==> config.mk <==
export PLATFORM = sky130hd
export DESIGN_NAME = bnat_to_bcd_seq
export DESIGN_NICKNAME = d
export VERILOG_FILES = /design/src/rtl/bnat_bcd_pkg.sv /design/src/rtl/bcd_digit_adj.sv /design/src/rtl/bnat_to_bcd_seq.sv
export SDC_FILE = /design/constraint.sdc
export NUM_CORES = 1
export LEC_CHECK = 0
export ABC_AREA = 1
export CAP_MARGIN = 20
export CORE_UTILIZATION = 39
export DETAILED_ROUTE_END_ITERATION = 12
export PLACE_DENSITY = 0.67
export SYNTH_ARGS = -nofsm -noshare
export SYNTH_HDL_FRONTEND = slang
export SYNTH_SLANG_ARGS = --single-unit
==> constraint.sdc <==
create_clock -name clk -period 1.93 [get_ports clk]
set_clock_uncertainty 0.15 [all_clocks]
set_input_delay 0.579 -clock clk [delete_from_list [all_inputs] [get_ports clk]]
set_output_delay 0.579 -clock clk [all_outputs]
set_load 0.005 [all_outputs]
==> src/rtl/bnat_bcd_pkg.sv <==
// Shared encodings and constants for the sequential binary-to-BCD converter.
package bnat_bcd_pkg;
    typedef enum logic [1:0] {
        S_IDLE  = 2'd0,
        S_SHIFT = 2'd1,
        S_DONE  = 2'd2
    } state_t;

    localparam logic [3:0] ADJ_THRESH = 4'd5;
    localparam logic [3:0] ADJ_ADD    = 4'd3;

    // Bits needed to hold a bit count of 0..n.
    function automatic int cnt_w(input int n);
        return $clog2(n + 1);
    endfunction
endpackage

==> src/rtl/bcd_digit_adj.sv <==
// Double-dabble digit adjust: add 3 to a BCD digit that is 5 or more.
module bcd_digit_adj
    import bnat_bcd_pkg::*;
(
    input  logic [3:0] din,
    output logic [3:0] dout
);
    assign dout = (din >= ADJ_THRESH) ? din + ADJ_ADD : din;
endmodule

==> src/rtl/bnat_to_bcd_seq.sv <==
// Sequential binary-to-packed-BCD converter, one shift-and-add-3 step per clock.
// Optional overflow flag enabled by defining BNAT_BCD_OVF_EN.
module bnat_to_bcd_seq
    import bnat_bcd_pkg::*;
#(
    parameter int N_BITS   = 8,
    parameter int N_DIGITS = 3
) (
    input  logic                  clk,
    input  logic                  rst,
    input  logic                  start,
    input  logic [N_BITS-1:0]     bnat,
    output logic                  busy,
    output logic                  done,
`ifdef BNAT_BCD_OVF_EN
    output logic                  ovf,
`endif
    output logic [4*N_DIGITS-1:0] bcd
);
    localparam int CW = cnt_w(N_BITS);
    localparam int WW = 4 * N_DIGITS;

    state_t          state, state_nxt;
    logic [CW-1:0]   cnt;
    logic [N_BITS-1:0] shreg;
    logic [WW-1:0]   work, adj, shifted;
    logic            last;

    for (genvar d = 0; d < N_DIGITS; d++) begin : g_adj
        bcd_digit_adj u_adj (
            .din  (work[4*d +: 4]),
            .dout (adj[4*d +: 4])
        );
    end

    assign shifted = {adj[WW-2:0], shreg[N_BITS-1]};
    assign last    = (cnt == CW'(1));
    assign busy    = (state == S_SHIFT);
    assign done    = (state == S_DONE);

    always_ff @(posedge clk or posedge rst) begin
        if (rst) state <= S_IDLE;
        else     state <= state_nxt;
    end

    always_comb begin
        state_nxt = state;
        case (state)
            S_IDLE, S_DONE: state_nxt = start ? S_SHIFT : S_IDLE;
            S_SHIFT:        state_nxt = last ? S_DONE : S_SHIFT;
            default:        state_nxt = S_IDLE;
        endcase
    end

    always_ff @(posedge clk or posedge rst) begin
        if (rst) begin
            cnt   <= '0;
            shreg <= '0;
            work  <= '0;
            bcd   <= '0;
`ifdef BNAT_BCD_OVF_EN
            ovf   <= 1'b0;
`endif
        end else begin
            case (state)
                S_IDLE, S_DONE: begin
                    if (start) begin
                        shreg <= bnat;
                        work  <= '0;
                        cnt   <= CW'(N_BITS);
`ifdef BNAT_BCD_OVF_EN
                        ovf   <= 1'b0;
`endif
                    end
                end
                S_SHIFT: begin
                    work  <= shifted;
                    shreg <= shreg << 1;
                    cnt   <= cnt - CW'(1);
                    // Result is published only once the final bit is in.
                    if (last) bcd <= shifted;
`ifdef BNAT_BCD_OVF_EN
                    if (adj[WW-1]) ovf <= 1'b1;
`endif
                end
                default: ;
            endcase
        end
    end
endmodule
==> impl_metrics.env, run 1 <==
export IMPL_core_area_um2=4444
export IMPL_setup_viol=0
export IMPL_grt_start_max_net_pins=39
export IMPL_synth_avg_cell_area_um2=8.482
export IMPL_power_density_nw_per_um2=1709
export IMPL_syn_cell_area_um2=1841
export IMPL_routabilityCongestion=0.8346
export IMPL_die_area_um2=4998
export IMPL_syn2layout_area_growth_pct=23.25
export IMPL_worst_pin_slew_ps=369.2
export IMPL_peakVddDrop_mv=0.7540
export IMPL_wirelength_um=3617
export IMPL_rsz0062_at_grt="false"
export IMPL_netlist_area_leader_share_pct=51.67
export IMPL_yosys_area_top_type="dfrtp_1"
export IMPL_yosys_warnings=0
export IMPL_final_common_cell="nand2_1"
export IMPL_holdPathStages=2
export IMPL_critPathMaxStageDelay_ps=380
export IMPL_rows=24
export IMPL_grt_overflow=0
export IMPL_cts_tree="built"
export IMPL_finalPower_w=0.003877
export IMPL_yosysUniqueCellTypes=20
export IMPL_min_period_over_period_pct=97.13
export IMPL_hold_start="bcd[11]$_DFFE_PP0P_"
export IMPL_clock_latency_ps=290
export IMPL_instances_no_fill=304
export IMPL_die_y_um=70.70
export IMPL_hold_buffers=0
export IMPL_run_status="completed"
export IMPL_cp_top_family="flip-flops"
export IMPL_r2r_setup_slack_ps=400
export IMPL_grt_pass1_wl_um=6320
export IMPL_drtIter0Drc=166
export IMPL_place_area_um2=2161
export IMPL_min_to="bcd[11]$_DFFE_PP0P_"
export IMPL_r2r_end="work[9]$_DFFE_PP0P_"
export IMPL_cp_start_kind="register"
export IMPL_cp_arrival_ps=1150
export IMPL_grt_use_total_pct=16.14
export IMPL_die_w_um=70.70
export IMPL_routed_via_density=5.030
export IMPL_start_util_pct=41.41
export IMPL_ff2ff_path_depth=7
export IMPL_mostFrequentLayoutCells="nand2_1 (67), dfrtp_1 (38), nand3_1 (24)"
export IMPL_ys_seq_area_share_pct=51.67
export IMPL_cp_end_kind="primary output"
export IMPL_cp_depth=3
export IMPL_route_detailed_drc=0
export IMPL_finalHoldViolations=0
export IMPL_cp_max_fo=2
export IMPL_post_route_cells_drive_above_1_share_pct=8.730
export IMPL_root_buffer="clkbuf_8"
export IMPL_cp_required_ps=1200
export IMPL_fin_crit_ps=1875
export IMPL_fin_setup_tns_ps=0
export IMPL_critical_path_buf_inv_count=2
export IMPL_diodes=0
export IMPL_clockBufferDepth=2
export IMPL_antenna_found_initial=0
export IMPL_final_max_slew_violation_count=0
export IMPL_cts_buffers=5
export IMPL_vias=1529
export IMPL_maxCapViolCount=0
export IMPL_grt_pass1_vias=1429
export IMPL_synth_cells=217
export IMPL_cts_sinks=38
export IMPL_ant_nets=0
export IMPL_crit_type="reg2out"
export IMPL_clk_pin_slew_ps=70
export IMPL_io_buffers=24
export IMPL_htree_levels=2
export IMPL_synth_area_leaders="dfrtp_1 (52%), nand2_1 (14%), nand3_1 (6.5%), ha_1 (5.4%), inv_1 (4.5%)"
export IMPL_wl_per_cell_um=11.90
export IMPL_ios=25
export IMPL_relSlewSlack_pct=75.13
export IMPL_hold_class="reg2reg"
export IMPL_cp_slowest_cell="dfrtp_1"
export IMPL_crit_chain="buf_4, nor2_2, dlygate4sd2_1"
export IMPL_cp_startpoint="state[0]$_DFF_PP0_"
export IMPL_p_leak_nw=1.146
export IMPL_reg2reg_from="state[0]$_DFF_PP0_"
export IMPL_synth_fp_nets=236
export IMPL_max_freq_mhz=533.4
export IMPL_postLayoutCellArea_um2=2268
export IMPL_place_hpwl_um=2513
export IMPL_place_inst=294
export IMPL_synth_seq_cells=38
export IMPL_dr_pass1_iters=4
export IMPL_nNetsFinal=270
==> metal layers <==
metal | track usage [%] | routed length, µm
met2 | 26.39 | 1617
met3 | 3.419 | 177
met4 | 5.333 | 53
met5 | 0 | 0
met1 | 21.47 | 1769
==> stage by stage <==
| step | hold WS, ps | util [%] | worst slack [ps] |
|---|---|---|---|
| 2_1_floorplan | 299.1 | - | 340.1 |
| 3_3_place_gp | 302.8 | 48.62 | 48.09 |
| 3_5_place_dp | 309.4 | 48.62 | 21.48 |
| 4_1_cts | 327.6 | 50.84 | 0.5683 |
| 5_1_grt | 346.0 | 51.04 | 7.430 |
| 6_report | 321.5 | 51.04 | 55.30 |
==> report_power, final <==
part / switching (W) / internal, W / leakage (nW)
Clock: 0.000276 / 0.000288 / 0.0482
Combinational: 0.00107 / 0.000819 / 0.631
Sequential: 0.000244 / 0.00118 / 0.467
Total: 0.00159 / 0.00228 / 1.15
==> cell families after synthesis <==
kind of cell,Yosys count,share of synthesized area [%]
DFF,38,51.67
and+or+nand+nor,120,28.69
buffers and inverters,28,7.001
AOI/OAI and AO/OA,22,6.730
xor gates and xnor gates,1,0.4760
adders and majority gates,8,5.439
==> synth_stat cells, drive strengths merged <==
| cell | count |
|---|---|
| nand2 | 70 |
| dfrtp | 38 |
| nand3 | 25 |
| inv | 23 |
| nor2 | 18 |
| o21ai | 11 |
| o22ai | 11 |
| ha | 8 |
| nand4 | 6 |
| buf | 5 |
| nor3 | 1 |
| xnor2 | 1 |
==> what timing repair did <==
item	CTS	global route
gates resized for setup	3	1
setup endpoints to repair	2	1
setup buffers	1	1
==> registers in the layout (all words and copies together) (netlist names) <==
signal and cells:
work 12, state 2, cnt 4, bcd 12
shreg 8
==> layout make-up <==
class / count / area [µm²]
timing repair buffer: 32 / 311.5
clock inverter: 1 / 5.005
tap: 52 / 65.06
inverter: 23 / 86.33
clock buffer: 7 / 86.33
multi-input combinational: 151 / 763.2
sequential: 38 / 950.9
fill: 413 / 2176
==> worst min-delay path, delay by kind of cell, from the launching register on <==
family	cells	cell delay, ps
flops	1	350
simple gates	2	90
==> how the worst max path moves through the flow <==
stage                      endpoint  slack (ps)
2_1_floorplan    bcd[0]$_DFFE_PP0P_         340
3_3_place_gp   work[10]$_DFFE_PP0P_          50
3_5_place_dp    work[1]$_DFFE_PP0P_          20
4_1_cts                        busy         0.6
5_1_grt                        busy           7
6_report                       done          60
Note: power is estimated with default switching activity, not from simulation.
==> run 2, diff against run 1 <==
Settings changed: GPL_TIMING_DRIVEN set to 0.
==> impl_metrics.env, run 2 (synthesis results as in run 1) <==
export IMPL_run_status="completed"
export IMPL_critPathMaxStageDelay_ps=510
export IMPL_cp_required_ps=1200
export IMPL_grt_start_max_net_pins=39
export IMPL_cp_top_family="buffers and inverters"
export IMPL_p_leak_nw=1.139
export IMPL_final_core_util_pct=50.70
export IMPL_hold_class="reg2reg"
export IMPL_clk_pin_slew_ps=70
export IMPL_worst_pin_slew_ps=768.3
export IMPL_routabilityCongestion=0.8324
export IMPL_root_buffer="clkbuf_8"
export IMPL_reg_top3="bcd: 12 flops, work: 12 flops, shreg: 8 flops"
export IMPL_instances_no_fill=303
export IMPL_grt_overflow=0
export IMPL_cp_slowest_cell="clkdlybuf4s50_1"
export IMPL_cts_tree="built"
export IMPL_setup_viol=0
export IMPL_cp_end_kind="primary output"
export IMPL_fill_cells=451
export IMPL_cts_buffers=5
export IMPL_nNetsFinal=269
export IMPL_hold_buffers=0
export IMPL_cp_arrival_ps=1150
export IMPL_place_inst=293
export IMPL_drtIter0Drc=88
export IMPL_relSlewSlack_pct=48.71
export IMPL_reg2reg_from="state[0]$_DFF_PP0_"
export IMPL_grt_pass1_wl_um=6568
export IMPL_die_area_um2=4998
export IMPL_maxCapViolCount=0
export IMPL_diodes=0
export IMPL_ant_nets=0
export IMPL_rsz0062_at_grt="false"
export IMPL_max_freq_mhz=530.9
export IMPL_fin_crit_ps=1884
export IMPL_die_y_um=70.70
export IMPL_ios=25
export IMPL_routed_via_density=4.974
export IMPL_dr_pass1_iters=4
export IMPL_min_period_over_period_pct=97.60
export IMPL_hold_start="bcd[6]$_DFFE_PP0P_"
export IMPL_dpl_worst_slack_ps=-237.3
export IMPL_cp_start_kind="register"
export IMPL_route_met3_wl_um=148
export IMPL_cp_max_fo=2
export IMPL_critical_path_buf_inv_count=1
export IMPL_route_detailed_drc=0
export IMPL_layout_setup_ws_ps=46.23
export IMPL_mostFrequentLayoutCells="nand2_1 (67), dfrtp_1 (38), nand3_1 (24)"
export IMPL_die_w_um=70.70
export IMPL_fin_setup_tns_ps=0
export IMPL_peakVddDrop_mv=0.7405
export IMPL_post_route_cells_drive_above_1_share_pct=9.562
export IMPL_final_max_slew_violation_count=0
export IMPL_htree_levels=2
export IMPL_top_layer="met4"
export IMPL_final_common_cell="nand2_1"
export IMPL_cp_startpoint="bcd[3]$_DFFE_PP0P_"
export IMPL_rows=24
export IMPL_clock_latency_ps=290
export IMPL_crit_chain="clkdlybuf4s50_1"
export IMPL_cts_sinks=38
export IMPL_start_util_pct=41.41
export IMPL_crit_type="reg2out"
export IMPL_power_density_nw_per_um2=1725
export IMPL_vias=1507
export IMPL_wirelength_um=3669
export IMPL_place_hpwl_um=2529
export IMPL_syn2layout_area_growth_pct=22.43
export IMPL_wl_per_cell_um=12.11
export IMPL_finalHoldViolations=0
export IMPL_wl_met2_um=1689
export IMPL_grt_pass1_vias=1522
export IMPL_wl_met1_um=1766
export IMPL_core_area_um2=4444
export IMPL_clockBufferDepth=2
export IMPL_io_buffers=24
export IMPL_grt_use_total_pct=16.86
export IMPL_antenna_found_initial=0
==> run 2: metrics by stage <==
stage          hold slack (ps)  area (µm²)  power (W)
2_1_floorplan            299.1        1841   0.002695
3_3_place_gp             304.6        2146   0.003248
3_5_place_dp             314.2        2146   0.003315
5_1_grt                  359.1        2253   0.004283
6_report                 325.9        2253   0.003886
4_1_cts                  334.6        2261   0.003944
==> run 2: power breakdown <==
| part | total, W | internal [W] | switching [W] |
|---|---|---|---|
| sequential | 0.00142 | 0.00118 | 0.000245 |
| combinational | 0.00190 | 0.000816 | 0.00109 |
| clock | 0.000561 | 0.000288 | 0.000273 |
==> run 2: metal layers <==
metal | track usage (%) | up-vias
met3 | 4.416 | 8
li1 | - | 778
met5 | 0 | -
met4 | 6.667 | 0
met2 | 27.99 | 34
met1 | 21.07 | 687
==> run 2: cell type report <==
cell class                      instances  area [µm²]  area share (%)
Inverter                               23       88.84           3.942
Multi-Input combinational cell        151       765.7           33.98
Tap cell                               52       65.06           2.887
Buffer                                  4       35.03           1.555
Timing Repair Buffer                   27       256.5           11.38
Sequential cell                        38       950.9           42.20
Clock inverter                          1       5.005          0.2221
Clock buffer                            7       86.33           3.831
==> run 2: what timing repair did <==
| action | CTS | global route |
|---|---|---|
| pin swaps | 1 | 0 |
| gates resized for setup | 11 | 0 |
| endpoints found under the setup margin | 2 | 2 |
| buffers inserted | 2 | 1 |
| gates cloned | 0 | 0 |
| endpoints found under the hold margin | 0 | 0 |
==> run 2: path summary, 6_finish.rpt <==
kind / to / slack [ps] / cells after the start
max: bcd[3] / 50 / 1
min: bcd[6]$_DFFE_PP0P_ / 330 / 2
max reg2reg: work[4]$_DFFE_PP0P_ / 430 / 7
min reg2reg: bcd[6]$_DFFE_PP0P_ / 330 / 2
max in group asynchronous: shreg[4]$_DFFE_PP0P_ / 540 / 2
min in group asynchronous: work[8]$_DFFE_PP0P_ / 600 / 2
